==> src/rtl/cascade_ctl.sv <==
// cascade_ctl: start/stop timer sequencer for a chain of 4-bit digit counters.
// Generates the prescaled tick, ripple-carry enables, modulus selects and the
// counter clear, and stops the chain when the digits reach a programmed target.
module cascade_ctl #(
  parameter int unsigned NDIG  = 4,
  parameter int unsigned PRESC = 100,
  parameter int unsigned BCD   = 1
) (
  input  logic              csc_clk,
  input  logic              csc_rst,
  input  logic              csc_start,
  input  logic              csc_stop,
  input  logic              csc_clear,
  input  logic [4*NDIG-1:0] csc_tgt,
  input  logic [4*NDIG-1:0] csc_dig_q,
  output logic [NDIG-1:0]   csc_en,
  output logic [NDIG-1:0]   csc_sel,
  output logic              csc_crst,
  output logic [1:0]        csc_state,
  output logic              csc_done,
  output logic              csc_ovf
);

  localparam int unsigned PW      = (PRESC > 1) ? $clog2(PRESC) : 1;
  localparam bit          IS_BCD  = (BCD != 0);
  localparam logic [3:0]  DMAX    = IS_BCD ? 4'd9 : 4'd15;
  localparam logic [PW-1:0] PLAST = PW'(PRESC - 1);

  typedef enum logic [1:0] {
    ST_IDLE  = 2'b00,
    ST_RUN   = 2'b01,
    ST_PAUSE = 2'b10,
    ST_DONE  = 2'b11
  } state_t;

  state_t          state_q, state_d;
  logic [PW-1:0]   presc_q, presc_d;
  logic            done_q, done_d;
  logic            ovf_q, ovf_d;

  logic [NDIG-1:0] dig_max;
  logic [NDIG:0]   carry;
  logic            tgt_ok;
  logic            match;
  logic            count_ok;
  logic            tick_go;
  logic            crst_c;

  // Per-digit terminal detection, ripple-carry prefix and target match.
  always_comb begin
    carry    = '0;
    carry[0] = 1'b1;
    dig_max  = '0;
    tgt_ok   = 1'b1;
    for (int i = 0; i < int'(NDIG); i++) begin
      dig_max[i]   = (csc_dig_q[4*i +: 4] == DMAX);
      carry[i+1]   = carry[i] & dig_max[i];
      // a target digit beyond the modulus can never be reached
      if (csc_tgt[4*i +: 4] > DMAX) tgt_ok = 1'b0;
    end
    match = tgt_ok && (csc_dig_q == csc_tgt);
  end

  // Next-state, prescaler and command decode (clear > stop > start).
  always_comb begin
    state_d  = state_q;
    presc_d  = presc_q;
    count_ok = 1'b0;
    crst_c   = 1'b0;
    if (csc_clear) begin
      crst_c  = 1'b1;
      state_d = ST_IDLE;
      presc_d = '0;
    end else begin
      case (state_q)
        ST_IDLE: begin
          presc_d = '0;
          if (csc_start) state_d = match ? ST_DONE : ST_RUN;
        end
        ST_RUN: begin
          if (csc_stop) begin
            state_d = ST_PAUSE;
          end else if (match) begin
            state_d = ST_DONE;
          end else begin
            count_ok = 1'b1;
            presc_d  = (presc_q == PLAST) ? '0 : PW'(presc_q + 1'b1);
          end
        end
        ST_PAUSE: begin
          if (!csc_stop && csc_start) state_d = ST_RUN;
        end
        ST_DONE: begin
          state_d = ST_DONE;
        end
        default: state_d = ST_IDLE;
      endcase
    end
  end

  // Tick qualification, enable chain and registered status inputs.
  always_comb begin
    tick_go = count_ok && (presc_q == PLAST);
    csc_en  = tick_go ? carry[NDIG-1:0] : '0;
    csc_sel = IS_BCD ? csc_en : '0;
    ovf_d   = tick_go && carry[NDIG];
    done_d  = (state_d == ST_DONE);
  end

  // Counter clear is suppressed while the controller itself is in reset.
  assign csc_crst  = crst_c && !csc_rst;
  assign csc_state = state_q;
  assign csc_done  = done_q;
  assign csc_ovf   = ovf_q;

  // State, prescaler and registered status flops.
  always_ff @(posedge csc_clk or posedge csc_rst) begin
    if (csc_rst) begin
      state_q <= ST_IDLE;
      presc_q <= '0;
      done_q  <= 1'b0;
      ovf_q   <= 1'b0;
    end else begin
      state_q <= state_d;
      presc_q <= presc_d;
      done_q  <= done_d;
      ovf_q   <= ovf_d;
    end
  end

endmodule

==> config.mk <==
export PLATFORM = sky130hd
export DESIGN_NAME = cascade_ctl
export DESIGN_NICKNAME = d
export VERILOG_FILES = /design/src/rtl/cascade_ctl.sv
export SDC_FILE = /design/constraint.sdc
export NUM_CORES = 1
export LEC_CHECK = 0
export ABC_AREA = 1
export BUFFER_PORTS_ARGS = -buffer_cell sky130_fd_sc_hd__buf_2
export CAP_MARGIN = 5
export CORE_UTILIZATION = 50
export DETAILED_ROUTE_END_ITERATION = 16
export HOLD_SLACK_MARGIN = 0.12
export PLACE_DENSITY_LB_ADDON = 0.3
export SLEW_MARGIN = 20
export SYNTH_ARGS = -nofsm -noshare
export SYNTH_HDL_FRONTEND = slang
export SYNTH_SLANG_ARGS = --single-unit
export TNS_END_PERCENT = 1
==> constraint.sdc <==
create_clock -name csc_clk -period 4.4 [get_ports csc_clk]
set_clock_uncertainty 0.1 [all_clocks]
set_input_delay 0.22 -clock csc_clk [delete_from_list [all_inputs] [get_ports csc_clk]]
set_output_delay 0.22 -clock csc_clk [all_outputs]
set_load 0.05 [all_outputs]
# [After elaboration in Yosys (flattened, before gate mapping)]
# Index checks and enable logic that the tools add are counted.
[word_totals] word_cells=56 output_inout_bits=13 ff_bits=11
[op_classes] magnitude_cmp=4 n_eq_ne=12 n_reduce_logical=10 muxes=22 addsub=1 bitwise=3
[op_table] op="7-bit two-way mux" n=4
[op_table] op="16-bit equality test" n=1
[op_table] op="4-bit equality test (second input constant)" n=4
[op_table] op="4-bit > comparator (second input constant)" n=4
[op_table] op="7-bit one-hot mux with 2 select lines" n=1
[op_table] op="2-bit two-way mux" n=6
[op_table] op="1-bit two-way mux" n=9
[op_table] op="2-bit one-hot mux with 4 select lines" n=1
[op_table] op="7-bit by 1-bit adder with 7-bit output (second input constant)" n=1
[op_table] op="7-bit equality test (second input constant)" n=1
[op_table] op="2-bit equality test (second input constant)" n=3
[op_table] op="3-bit inequality test (second input constant)" n=2
[op_table] op="1-bit logical AND" n=5
[op_table] op="4-bit two-way mux" n=1
[op_table] op="1-bit AND" n=3
[op_table] op="3-bit AND reduction" n=1
[op_table] op="3-bit nonzero test" n=1
[op_table] op="2-bit by 1-bit equality test with 1-bit output (second input constant)" n=1
[op_table] op="1-bit logical NOT" n=2
[op_table] op="2-bit logical NOT" n=1

# [Logic depth before layout (Yosys ltp)]
[depth] depth_word=12 depth_mapped=12 mapped_depth_nobuf=11

# [Least setup slack after synthesis]
# Ideal clock, no wire load.
[synth_path] path_type="register to output" startpoint="register state_q[0], in the netlist csc_state[0]" endpoint="output port csc_sel[2]" arrival_ps=2776 path_stages_with_launch=9 slack_ps=1304 required_ps=4080 path_buffers=1 path_cell_list="dfrtp_1 inv_1 nor2_4 nand2_1 nor2_1 nand3_1 nor2_1 and2_1 buf_4"
[synth_via] elab_chain_cells=5
[synth_rtl] element="start, declared" line_no="36" text="state_t state_q, state_d;"
[synth_rtl] element="start signal, assigned" line_no="124" text="state_q <= state_d;"
[synth_rtl] element="2-bit by 1-bit equality test with 1-bit output" line_no="75" text="case (state_q)"
[synth_rtl] element="1-bit two-way mux" line_no="75"
[synth_rtl] element="1-bit two-way mux" line_no="70" text="if (csc_clear) begin"
[synth_rtl] element="1-bit logical AND" line_no="103" text="tick_go = count_ok && (presc_q == PLAST);"
[synth_rtl] element="4-bit two-way mux" line_no="104" text="csc_en = tick_go ? carry[NDIG-1:0] : '0;"
[synth_rtl] element="end, declared" line_no="17" text="output logic [NDIG-1:0] csc_sel,"
# Every way passes these cells.

# [Final worst setup path]
[layout_path] startpoint="input port csc_clear" endpoint="output port csc_sel[3]"
[layout_via] elab_chain_cells=3
[layout_rtl] element="start, declared" line_no="13" text="input logic csc_clear,"
[layout_rtl] element="1-bit two-way mux" line_no="70"
[layout_rtl] element="1-bit logical AND" line_no="103"
[layout_rtl] element="4-bit two-way mux" line_no="104"
# Every way passes these cells.

==> parameters.txt <==
Parameter                              Value

Drt
  Final routed wirelength across all metal layers    2.53 mm
  Met2 routed WL    1.20 mm
  Routed vias/inst    4.60
  Met3 routed wirelength    129 microns
  Routed length on met1    1.19 mm
  DRC violations left    0
  Detailed Route Iter0 Violations    22
  Detail Route Antenna Nets    0
  Total number of vias    1261
  Number of optimization iterations in the first detailed-route pass    4
  Top routing layer used    met4
  Routed wire length per instance    9.22 microns

Power
  Sw Pwr    0.0897 mW
  Switching share of total power    0.345
  Sequential power share    0.411
  Share of power burned in the clock network    0.264
  Peak ir drop on the vdd network    274 uV
  Overall power after layout    0.260 mW
  Combinational share of power    0.325
  Static Leakage    0.920 nW
  Internal cell power    0.171 mW
  Cell Pwr Density    184 nW/um^2

CTS
  Maximum level of the CTS H-tree    1
  Buffer type at the clock tree root    clkbuf_4
  Post-cts sizing count    0
  Clock sink count    11
  Post-CTS Setup Inserts    0
  Inserted Clock Buffers    3
  CTS tree    done
  Clock Tree Buf Depth    2
  Clock edge transition at the registers on the reported setup and hold paths    70 ps
  Clock Latency Late Sink    280 ps
  Hold-fix buffers, CTS    2

Synthesis
  Number of synthesized register bits    11
  Share of the synthesized area in the top cell type    0.243
  Largest cells by area after synthesis    dfrtp_1 (24%), nand2_1 (23%), inv_1 (13%), nor2_1 (9.9%), nand4_1 (5.0%)
  Sequential cell area fraction in the yosys report    0.243
  Synthesized instance count    198
  Library cell with the largest summed area after synthesis    dfrtp_1
  Number of warning messages in the yosys log    0
  Number of distinct library cells after synthesis    25
  Post-synthesis instance area    1130 sq um
  Post-Syn Nets    236
  Mean area per synthesized cell    5.72 sq um

STA
  Final Setup Violations    0
  Final Max Slew Viols    0
  Worst slew margin    0.722
  Final setup TNS    0 ps
  Slew at the pin with the worst max-slew slack    417 ps
  Final worst path period need    2490 ps
  Max Fclk    0.402 GHz
  Setup repair after global routing missed its margin    false
  Number of hold-slack violations in the final timing report    0
  Part of the cycle the worst path needs    0.565

Critical path
  Start of the worst register-to-register path    presc_q[0]
  R2r setup slk    2790 ps
  Largest incremental delay on the critical path    530 ps
  Start point of the critical path    csc_clear
  Launching element type of the critical path    input port
  Crit-path max FO    11
  Worst setup endpoint    csc_sel[3]
  Worst setup EP type    primary output
  Worst reg2reg endpoint    csc_ovf
  Worst setup path category    input port to primary output
  Ordered cell list for the critical path    dlygate4sd3_1 -> buf_2 -> inv_1 -> nand2_1 -> nor2_1 -> nand3_1 -> nor2_1 -> nand3_1 -> inv_1 -> buf_2
  Number of cells traversed by the worst register-to-register path    9
  Critical Path RT    4080 ps
  Slowest CP cell    dlygate4sd3_1
  Data arrival at the endpoint of the critical path    2170 ps

Cells and area
  Number of nets in the finished design    286
  Fraction of layout instances using a drive strength above 1    0.243
  Finished Core Util    0.693
  Fillers    201
  Area growth from synthesis to final layout    25.0%
  Antenna Diode Count    0

Floorplanning
  Die width    49.6 microns
  Effective utilization at floorplan    0.555
  Number of top-level design ports    50
  Vertical die dimension    49.6 microns
  Floorplan Core Area    2040 sq um
  Cell row count    16
  Area enclosed by the die boundary    2460 sq um

Flow run
  Max-cap violations    0

Global route
  Via count of the first global-routing pass    1148
  Global-route wire length before repair    4.48 mm
  Total overflow reported by the global router    0
  Maximum number of pins on one net before global-route repair    12
  Antenna violations before repair    0
  Aggregate global-route resource usage    0.235

Min path
  Worst Min Path Start    csc_dig_q[15]
  Worst min path class    input port to register

Place
  Hpwl dp    2.03 mm
  Port buffer count    49
  Gpl congestion    0.868

Outcome
  Run status    completed
## stage by stage
stage,std cells,worst slack (ps),hold WS [ps],area [sq um]
2_1_floorplan,198,1300,-27.6,1130
3_3_place_gp,268,2510,137,1370
3_5_place_dp,268,2450,141,1370
4_1_cts,274,1920,145,1420
5_1_grt,274,1770,164,1420
6_report,274,1910,161,1420
## cells in the final DEF, fill, tap and decap left out
cell type / instances
nand2_2: 1
xor2_1: 2
clkbuf_1: 1
or2_2: 1
nand3_1: 9
inv_2: 1
nand3_2: 1
nor4_1: 3
nor2_1: 30
xnor2_1: 1
and2_1: 1
dlygate4sd3_1: 2
nand3b_4: 1
nor3b_1: 2
clkbuf_4: 3
nor2_4: 1
nand3_4: 1
ha_1: 1
nor2_2: 1
inv_1: 39
o21ai_0: 3
nand2_1: 68
clkinv_1: 1
dfrtp_1: 11
buf_2: 49
nand4_1: 9
a21oi_1: 4
## synthesized netlist by cell type
master / n
nor3b_1: 2
o21ai_0: 3
nand2_2: 1
nor2_1: 30
dfrtp_1: 11
nand3_4: 1
buf_4: 5
nor2_2: 1
nand2_1: 68
buf_2: 1
nor2_4: 1
clkinv_1: 1
xor2_1: 2
nand3_1: 9
inv_1: 39
nor4_1: 3
xnor2_1: 1
nand3_2: 1
or2_2: 1
ha_1: 1
inv_2: 1
nand3b_4: 1
a21oi_1: 4
and2_1: 1
nand4_1: 9
## routing by layer
layer / GRT usage / vias up
met5: 0 / -
met4: 0.0571 / 0
met3: 0.0586 / 2
met2: 0.410 / 34
met1: 0.287 / 529
li1: - / 696
## critical path: cells and delay by family
family	cells	cell delay [ps]
AND/OR/NAND/NOR	5	670
buffers and inverters	5	1290
## layout make-up
type	count	area (sq um)	area share
clock buffer	4	26.3	0.0186
inverter	41	154	0.109
multi-input combinational	140	661	0.467
sequential	11	275	0.195
tap	27	33.8	0.0239
timing repair buffer	51	265	0.187
## worst min-delay path by stage
stage | end | slack, ps | cells past startpoint
after detailed placement | csc_done | 140 | 2
after global placement | csc_done | 140 | 2
after floorplan | csc_done | -30 | 1
after CTS | csc_ovf | 150 | 3
final | csc_ovf | 160 | 3
after global routing | csc_ovf | 160 | 3
## state kept, by name, indices dropped and copies added (netlist names)
signal     cells
csc_done       1
csc_ovf        1
presc_q        7
csc_state      2
## power groups by stage
stage / registers (mW) / logic [mW] / clock network (mW)
floorplan: 0.115 / 0.0453 / 0
global placement: 0.109 / 0.0816 / 0
detailed placement: 0.109 / 0.0833 / 0
CTS: 0.107 / 0.0850 / 0.0712
global route: 0.108 / 0.0969 / 0.0742
finish: 0.107 / 0.0846 / 0.0686
## cell families after synthesis
group,after synthesis,share of synthesized area
adders and majority gates,1,0.0110
DFF,11,0.243
xor gates and xnor gates,3,0.0232
and+or+nand+nor,129,0.518
buffers and inverters,47,0.173
AOI/OAI and AO/OA,7,0.0309
Note: power is estimated with default switching activity, not from simulation.
